===== config.mk =====
export PLATFORM = sky130hd
export DESIGN_NAME = ifetcher_instsplit_flat
export DESIGN_NICKNAME = d
export VERILOG_FILES = /design/src/rtl/ifetcher_instsplit_if.sv /design/src/rtl/ifetcher_instsplit.sv /design/src/flat_wrapper.sv
export SDC_FILE = /design/constraint.sdc
export NUM_CORES = 1
export LEC_CHECK = 0
export ABC_AREA = 0
export BUFFER_PORTS_ARGS = -buffer_cell sky130_fd_sc_hd__clkbuf_2
export CELL_PAD_IN_SITES_DETAIL_PLACEMENT = 0
export CELL_PAD_IN_SITES_GLOBAL_PLACEMENT = 1
export CORE_ASPECT_RATIO = 1.25
export CORE_UTILIZATION = 42
export CTS_CLUSTER_DIAMETER = 80
export DETAILED_ROUTE_END_ITERATION = 16
export PLACE_DENSITY = 0.86
export SLEW_MARGIN = 25
export SYNTH_ARGS = -nofsm -noshare
export SYNTH_HDL_FRONTEND = slang
export SYNTH_SLANG_ARGS = --single-unit

===== constraint.sdc =====
create_clock -name iClk -period 7 [get_ports iClk]
set_input_delay 1.75 -clock iClk [delete_from_list [all_inputs] [get_ports iClk]]
set_output_delay 1.75 -clock iClk [all_outputs]
set_load 0.05 [all_outputs]

===== src/rtl/ifetcher_instsplit_if.sv =====
// Buffer-read and decode-issue signals of the instruction splitter.
// master = splitter side, slave = buffer/decode side.
interface ifetcher_instsplit_if #(
  parameter int IW = 32
);
  logic              iEmpty;
  logic [IW*4-1:0]   iRD;
  logic              oRE;
  logic              oValid;
  logic              iReady;
  logic [IW-1:0]     oInst;
  logic [1:0]        oSlot;

  modport master (
    input  iEmpty, iRD, iReady,
    output oRE, oValid, oInst, oSlot
  );

  modport slave (
    output iEmpty, iRD, iReady,
    input  oRE, oValid, oInst, oSlot
  );
endinterface


===== src/rtl/ifetcher_instsplit.sv =====
// Pops 4-instruction lines from the fetch receive buffer and issues one instruction per handshake.
// Build option IFETCHER_INSTSPLIT_PREFETCH_EN pops the next line early for gap-free issue.
module ifetcher_instsplit #(
  parameter int IW = 32
) (
  input  logic                 iClk,
  input  logic                 iReset,
  input  logic                 iClear,
  input  logic [1:0]           iStartSlot,
  ifetcher_instsplit_if.master bus,
  output logic [1:0]           oState
);
  // Decode handshake: oValid is asserted only in ISSUE and does not depend on iReady;
  // oInst/oSlot are held until a cycle with oValid & iReady completes the transfer.
  typedef enum logic [1:0] {
    IDLE  = 2'd0,
    LOAD  = 2'd1,
    ISSUE = 2'd2
  } stateT;

  stateT           state;
  stateT           stateNext;
  logic [IW*4-1:0] line;
  logic [1:0]      slot;
  logic [1:0]      startSlot;
  logic            xfer;
  logic            lastXfer;
  logic            popReq;
  logic            pfValid;
  logic            pfPop;

  assign xfer     = (state == ISSUE) && bus.iReady;
  assign lastXfer = xfer && (slot == 2'd3);
  assign oState   = state;

`ifdef IFETCHER_INSTSPLIT_PREFETCH_EN
  // Next line is requested while the current one still has one slot left to issue.
  assign pfPop = !pfValid &&
                 ((xfer && (slot == 2'd2)) || ((state == LOAD) && (startSlot == 2'd3)));

  always_ff @(posedge iClk or posedge iReset) begin
    if (iReset) begin
      pfValid <= 1'b0;
    end else if (iClear) begin
      pfValid <= 1'b0;
    end else if (pfPop && bus.oRE) begin
      pfValid <= 1'b1;
    end else if (lastXfer) begin
      pfValid <= 1'b0;
    end
  end
`else
  assign pfValid = 1'b0;
  assign pfPop   = 1'b0;
`endif

  always_ff @(posedge iClk or posedge iReset) begin
    if (iReset) begin
      state <= IDLE;
    end else begin
      state <= stateNext;
    end
  end

  always_comb begin
    stateNext = state;
    case (state)
      IDLE:    if (!bus.iEmpty) stateNext = LOAD;
      LOAD:    stateNext = ISSUE;
      ISSUE:   if (lastXfer && !pfValid) stateNext = bus.iEmpty ? IDLE : LOAD;
      default: stateNext = IDLE;
    endcase
    if (iClear) stateNext = IDLE;
  end

  always_comb begin
    popReq     = (state == IDLE) || (lastXfer && !pfValid) || pfPop;
    bus.oRE    = popReq && !bus.iEmpty && !iClear && !iReset;
    bus.oValid = (state == ISSUE) && !iReset;
    bus.oSlot  = slot;
    case (slot)
      2'd0:    bus.oInst = line[IW-1:0];
      2'd1:    bus.oInst = line[2*IW-1:IW];
      2'd2:    bus.oInst = line[3*IW-1:2*IW];
      default: bus.oInst = line[4*IW-1:3*IW];
    endcase
  end

  // The start slot only applies to the first line loaded after a clear.
  always_ff @(posedge iClk or posedge iReset) begin
    if (iReset) begin
      line      <= '0;
      slot      <= '0;
      startSlot <= '0;
    end else if (iClear) begin
      startSlot <= iStartSlot;
    end else if (state == LOAD) begin
      line      <= bus.iRD;
      slot      <= startSlot;
      startSlot <= '0;
    end else if (xfer) begin
      if (slot != 2'd3) begin
        slot <= slot + 2'd1;
      end else if (pfValid) begin
        line <= bus.iRD;
        slot <= '0;
      end
    end
  end
endmodule


===== src/flat_wrapper.sv =====
// flat-port wrapper written by rule: the top's interface ports become plain ports
module ifetcher_instsplit_flat 
#(
  parameter int IW = 32
)
  (iClk, iReset, iClear, iStartSlot, oState, bus_iEmpty, bus_iRD, bus_iReady, bus_oRE, bus_oValid, bus_oInst, bus_oSlot);
  ifetcher_instsplit_if #(.IW(IW)) bus_i ();
  input  logic iClk;
  input  logic iReset;
  input  logic iClear;
  input  logic [1:0] iStartSlot;
  output logic [1:0] oState;
  input wire logic [$bits(bus_i.iEmpty)-1:0] bus_iEmpty;
  input wire logic [$bits(bus_i.iRD)-1:0] bus_iRD;
  input wire logic [$bits(bus_i.iReady)-1:0] bus_iReady;
  output wire logic [$bits(bus_i.oRE)-1:0] bus_oRE;
  output wire logic [$bits(bus_i.oValid)-1:0] bus_oValid;
  output wire logic [$bits(bus_i.oInst)-1:0] bus_oInst;
  output wire logic [$bits(bus_i.oSlot)-1:0] bus_oSlot;
  assign bus_i.iEmpty = bus_iEmpty;
  assign bus_i.iRD = bus_iRD;
  assign bus_i.iReady = bus_iReady;
  assign bus_oRE = bus_i.oRE;
  assign bus_oValid = bus_i.oValid;
  assign bus_oInst = bus_i.oInst;
  assign bus_oSlot = bus_i.oSlot;
  ifetcher_instsplit #(.IW(IW)) u_core (.iClk(iClk), .iReset(iReset), .iClear(iClear), .iStartSlot(iStartSlot), .bus(bus_i), .oState(oState));
endmodule

# Yosys cells after proc, flatten, opt, wreduce, memory -nomap -nowiden
# Index checks and enable logic that the tools add are counted.
# totals
out_inout_bits,38
register_bits,134
wordCells,43
# classes
bitwise,1
eq_ne,8
reduce_logical,18
n_mux,11
add_sub_neg,1
# ops
cell,n
$pmux W32 S3,1
$mux W2,8
$eq A2 B2 Y1 const B,3
$logic_and A1 B1 Y1,6
$pmux W2 S3,1
$reduce_bool A2 Y1,3
$eq A2 B1 Y1 const B,2
$logic_not A2 Y1,2
$reduce_and A2 Y1,2
$logic_not A1 Y1,3
$ne A3 B2 Y1 const B,1
$ne A3 B3 Y1 const B,1
$reduce_and A3 Y1,1
$add A2 B1 Y2 const B,1
$ne A2 B2 Y1 const B,1
$logic_or A1 B1 Y1,1
$mux W1,1
$not A1 Y1,1

# Depth between registers and ports, before layout
# logic_depth
word_depth,7
ltp_mapped,5
mapped_depth_nobuf,4

# Worst setup path before layout
# No wires, ideal clock.
# synth_timing
path_kind,input-to-output
from,in iReset
to,out bus_oRE
t_arrival_ps,5225
slack_ps,25
stages,2
required_time_ps,5250
path_cell_list,inv_1 > and2_1
# synth_between
elab_chain_len,2
# synth_lines
element,line_no,source
from (decl),flat_wrapper.sv:9,input logic iReset;
$logic_not A1 Y1 (no source line),-,
$logic_and A1 B1 Y1,ifetcher_instsplit.sv:78,bus.oRE = popReq && !bus.iEmpty && !iClear && !iReset;
to (decl),flat_wrapper.sv:16,output wire logic [$bits(bus_i.oRE)-1:0] bus_oRE;
# No other way between the ends.

# Worst setup path after layout
# layout_timing
from,in iClear
to,out bus_oRE
# layout_between
elab_chain_len,3
# layout_lines
element,line_no,source
from (decl),flat_wrapper.sv:10,input logic iClear;
$logic_not A1 Y1,ifetcher_instsplit.sv:78,
$logic_and A1 B1 Y1 (2 in a row),ifetcher_instsplit.sv:78,
# No other way between the ends.

==> key figures <==
Timing
  – Tmin final: 4.63 ns
  – Max Slew Vio Count: 0
  – Final Hold Fails: 0
  – Final WS setup: 2.37 ns
  – Fmax: 216 MHz
  – Post-Route Setup TNS: 0 ns
  – Worst slew pin tran: 0.797 ns
  – Final period util: 66.2%
  – Fin Clk Skew: 0.00744 ns
  – Final setup viols: 0
  – Rel. slew slack: a little under half
  – Unrepaired setup endpoints after global routing: no

Clocking
  – Total CTS buffers: 17
  – Hold_buf cts: 0
  – CTS H-tree depth: 4
  – Post-CTS setup buffer count: 0
  – Worst-path clk slew: 0.05 ns
  – CTS resizes: 0
  – CTS tree: yes
  – Worst-Skew Late Latency: between 0.4 and 0.5 ns
  – Clock sinks: 134
  – Root Buffer: clkbuf_16
  – Max Buffers Root-to-Sink: 2

Drt
  – 1st-iter DRT viols: 220
  – Total wire length: 13,700 microns
  – Routed Antenna Nets: 0
  – Vias per cell: 5.27
  – Via count: 4,060
  – Avg WL per Cell: 17.7 microns
  – DRT Pass-1 Iters: 5
  – DR DRC count: 0

Die
  – CORE AREA: 13,900 sq um
  – Die Wd: 109 microns
  – Starting density of the core: between 40% and 50%
  – Full die area: 14,700 sq um
  – Total I/O pin count: 173
  – Num rows: 48
  – DIE HEIGHT: 135 microns

Setup path
  – Most common cell on crit path: clkbuf_2
  – Critical register-to-register path endpoint: u_core.line[117]
  – R2R Setup Slk: 5.07 ns
  – Setup crit start kind: input port
  – Reg-to-Reg Start: u_core.oState[1]
  – Worst path required time: 5.25 ns
  – Buffers plus inverters on the worst setup path: 2
  – Worst-path cell chain: clkbuf_2, a2111oi_0, and2_1, clkbuf_2
  – CP Max Fanout: 10
  – CP delay by family, top: compound AO/OA/AOI/OAI gates
  – Setup crit end kind: primary output
  – CP arrival: roughly 2.9 ns
  – Critical path class: in -> out
  – Worst r2r path cells: 4
  – Max incr delay on CP: 0.47 ns
  – Slowest cell on crit path: a2111oi_0

Status
  – Run status: finished, final reports clean

Final layout
  – Share of layout cells above drive strength 1: 35.7%
  – Area Growth Syn to Fin: 25.8%
  – Layout Nets: 724
  – Antenna diodes: 0
  – Filler instances: 1,207

Global route
  – Gr usage total: 20.0%
  – Grt ovf: 0
  – Global-route wire length before repair: approximately 22,000 microns
  – Antenna violations before repair: 0
  – Vias in the first global route: around 4.4k
  – Largest net degree at the start of global routing: 85

Logic synthesis
  – Most numerous cell in the Yosys netlist: dfrtp_1
  – Cells after Synth: between 400 and 500
  – Register area share after synthesis: 56.1%
  – Post-synth top cells: dfrtp_1 (134), mux2_1 (128), inv_1 (35), a222oi_1 (32), mux2i_1 (32)
  – Top-area cell type share of the netlist area: 56.1%
  – Syn Area/Cell: approximately 14 sq um
  – Synth Cell Area: 5980 sq um
  – Main synth FF type: dfrtp_1
  – Seq cells post-synth: 134
  – Area leader, netlist: dfrtp_1
  – Ys Warns: 0
  – EDFF count, synth: 0
  – FFs w/ async S/R, synth: 100%
  – Syn nets: 554
  – Synth top area cells: dfrtp_1 (56%), mux2_1 (24%), a222oi_1 (5.4%), mux2i_1 (5.4%), buf_6 (2.6%)
  – Yosys cell types: 20

Power and ir drop
  – Power per cell area: 435 nW/um^2
  – Peak supply drop: roughly 0.23 mV
  – LEAKAGE: approximately 3.6 nW

Placed design
  – Buffers on Ports: 172
  – Post-DP HPWL: 9390 microns
  – DP Worst Slack: 2.36 ns
  – Routability Congestion: around 0.74

Job
  – MaxCap Viol Count: 0

Worst hold path
  – Origin of the worst min-delay path: u_core.line[8]
  – Worst Hold Depth: 1
  – Hold WC Path Type: reg -> reg
  – Hold worst-path end: u_core.line[8]
-- where the power goes --
group | internal [W] | switching (W)
registers | 0.00100 | 0.000120
logic | 0.000399 | 0.000835
clock network | 0.000578 | 0.000333
total | 0.00198 | 0.00129
-- per-stage QoR --
step | hold WS [ns] | power, W | util, % | std cells | instance area [sq um]
after floorplan | 0.457 | 0.00207 | - | 414 | 5980
after global placement | 0.465 | 0.00234 | 49.8 | 740 | 6910
after detailed placement | 0.475 | 0.00239 | 49.8 | 740 | 6910
after CTS | 0.488 | 0.00330 | 54.2 | 771 | 7510
after global routing | 0.498 | 0.00343 | 54.2 | 771 | 7520
final | 0.483 | 0.00327 | 54.2 | 771 | 7520
-- cell type report --
type	count	area [sq um]	share of cell area (%)
multi-input combinational	217	2290	30.4
tap	175	219	2.91
inverter	35	136	1.81
sequential	134	3350	44.6
timing repair buffer	179	921	12.2
clock inverter	11	149	1.98
clock buffer	20	457	6.07
-- cells by family (layout without fill, tap and decap cells) --
kind of cell             after synthesis  after routing  synth area share [%]
flip-flops                           134            134                  56.1
buffers and inverters                 63            245                  5.80
AND/OR/NAND/NOR                       11             11                  1.19
adder cells (fa/ha/maj)                5              5                  1.05
AO/OA/AOI/OAI                         41             41                  6.42
multiplexers                         160            160                  29.5
-- routing by layer --
metal	vias to the layer above	wire, microns	GRT usage (%)
met3	18	803	6.30
met4	0	314	8.93
met2	121	7100	33.6
li1	1854	-	-
met5	-	0	0
met1	2067	5450	23.3
-- how the worst max path moves through the flow --
stage,startpoint,to,slack [ns],cells after the start
final,iClear,bus_oRE,2.37,4
after global routing,bus_iReady,bus_oRE,2.24,5
after CTS,iClear,bus_oRE,2.36,4
after detailed placement,bus_iReady,bus_oRE,2.36,5
after global placement,iClear,bus_oRE,2.44,4
after floorplan,iReset,bus_oRE,0.03,2
-- registers in the layout, indices dropped and copies added, names as in the netlist --
| name | count |
|---|---|
| u_core.bus.oSlot | 2 |
| u_core.line | 128 |
| u_core.startSlot | 2 |
| u_core.oState | 2 |
-- layout by cell type (no fill, tap or decap), drive strengths merged --
master	netlist	layout
clkbuf	10	192
dfrtp	134	134
mux2	128	128
inv	35	36
a222oi	32	32
mux2i	32	32
buf	18	7
nand2	5	5
ha	5	5
o22a	4	4
clkinv	0	4
clkinvlp	0	3
bufinv	0	3
a21oi	2	2
o21ai	2	2
nand2b	1	1
nor2	1	1
a2111oi	1	1
and2	1	1
nor3b	1	1
nand3b	1	1
nand4bb	1	1
No activity file was read; power rests on OpenSTA's default activity.
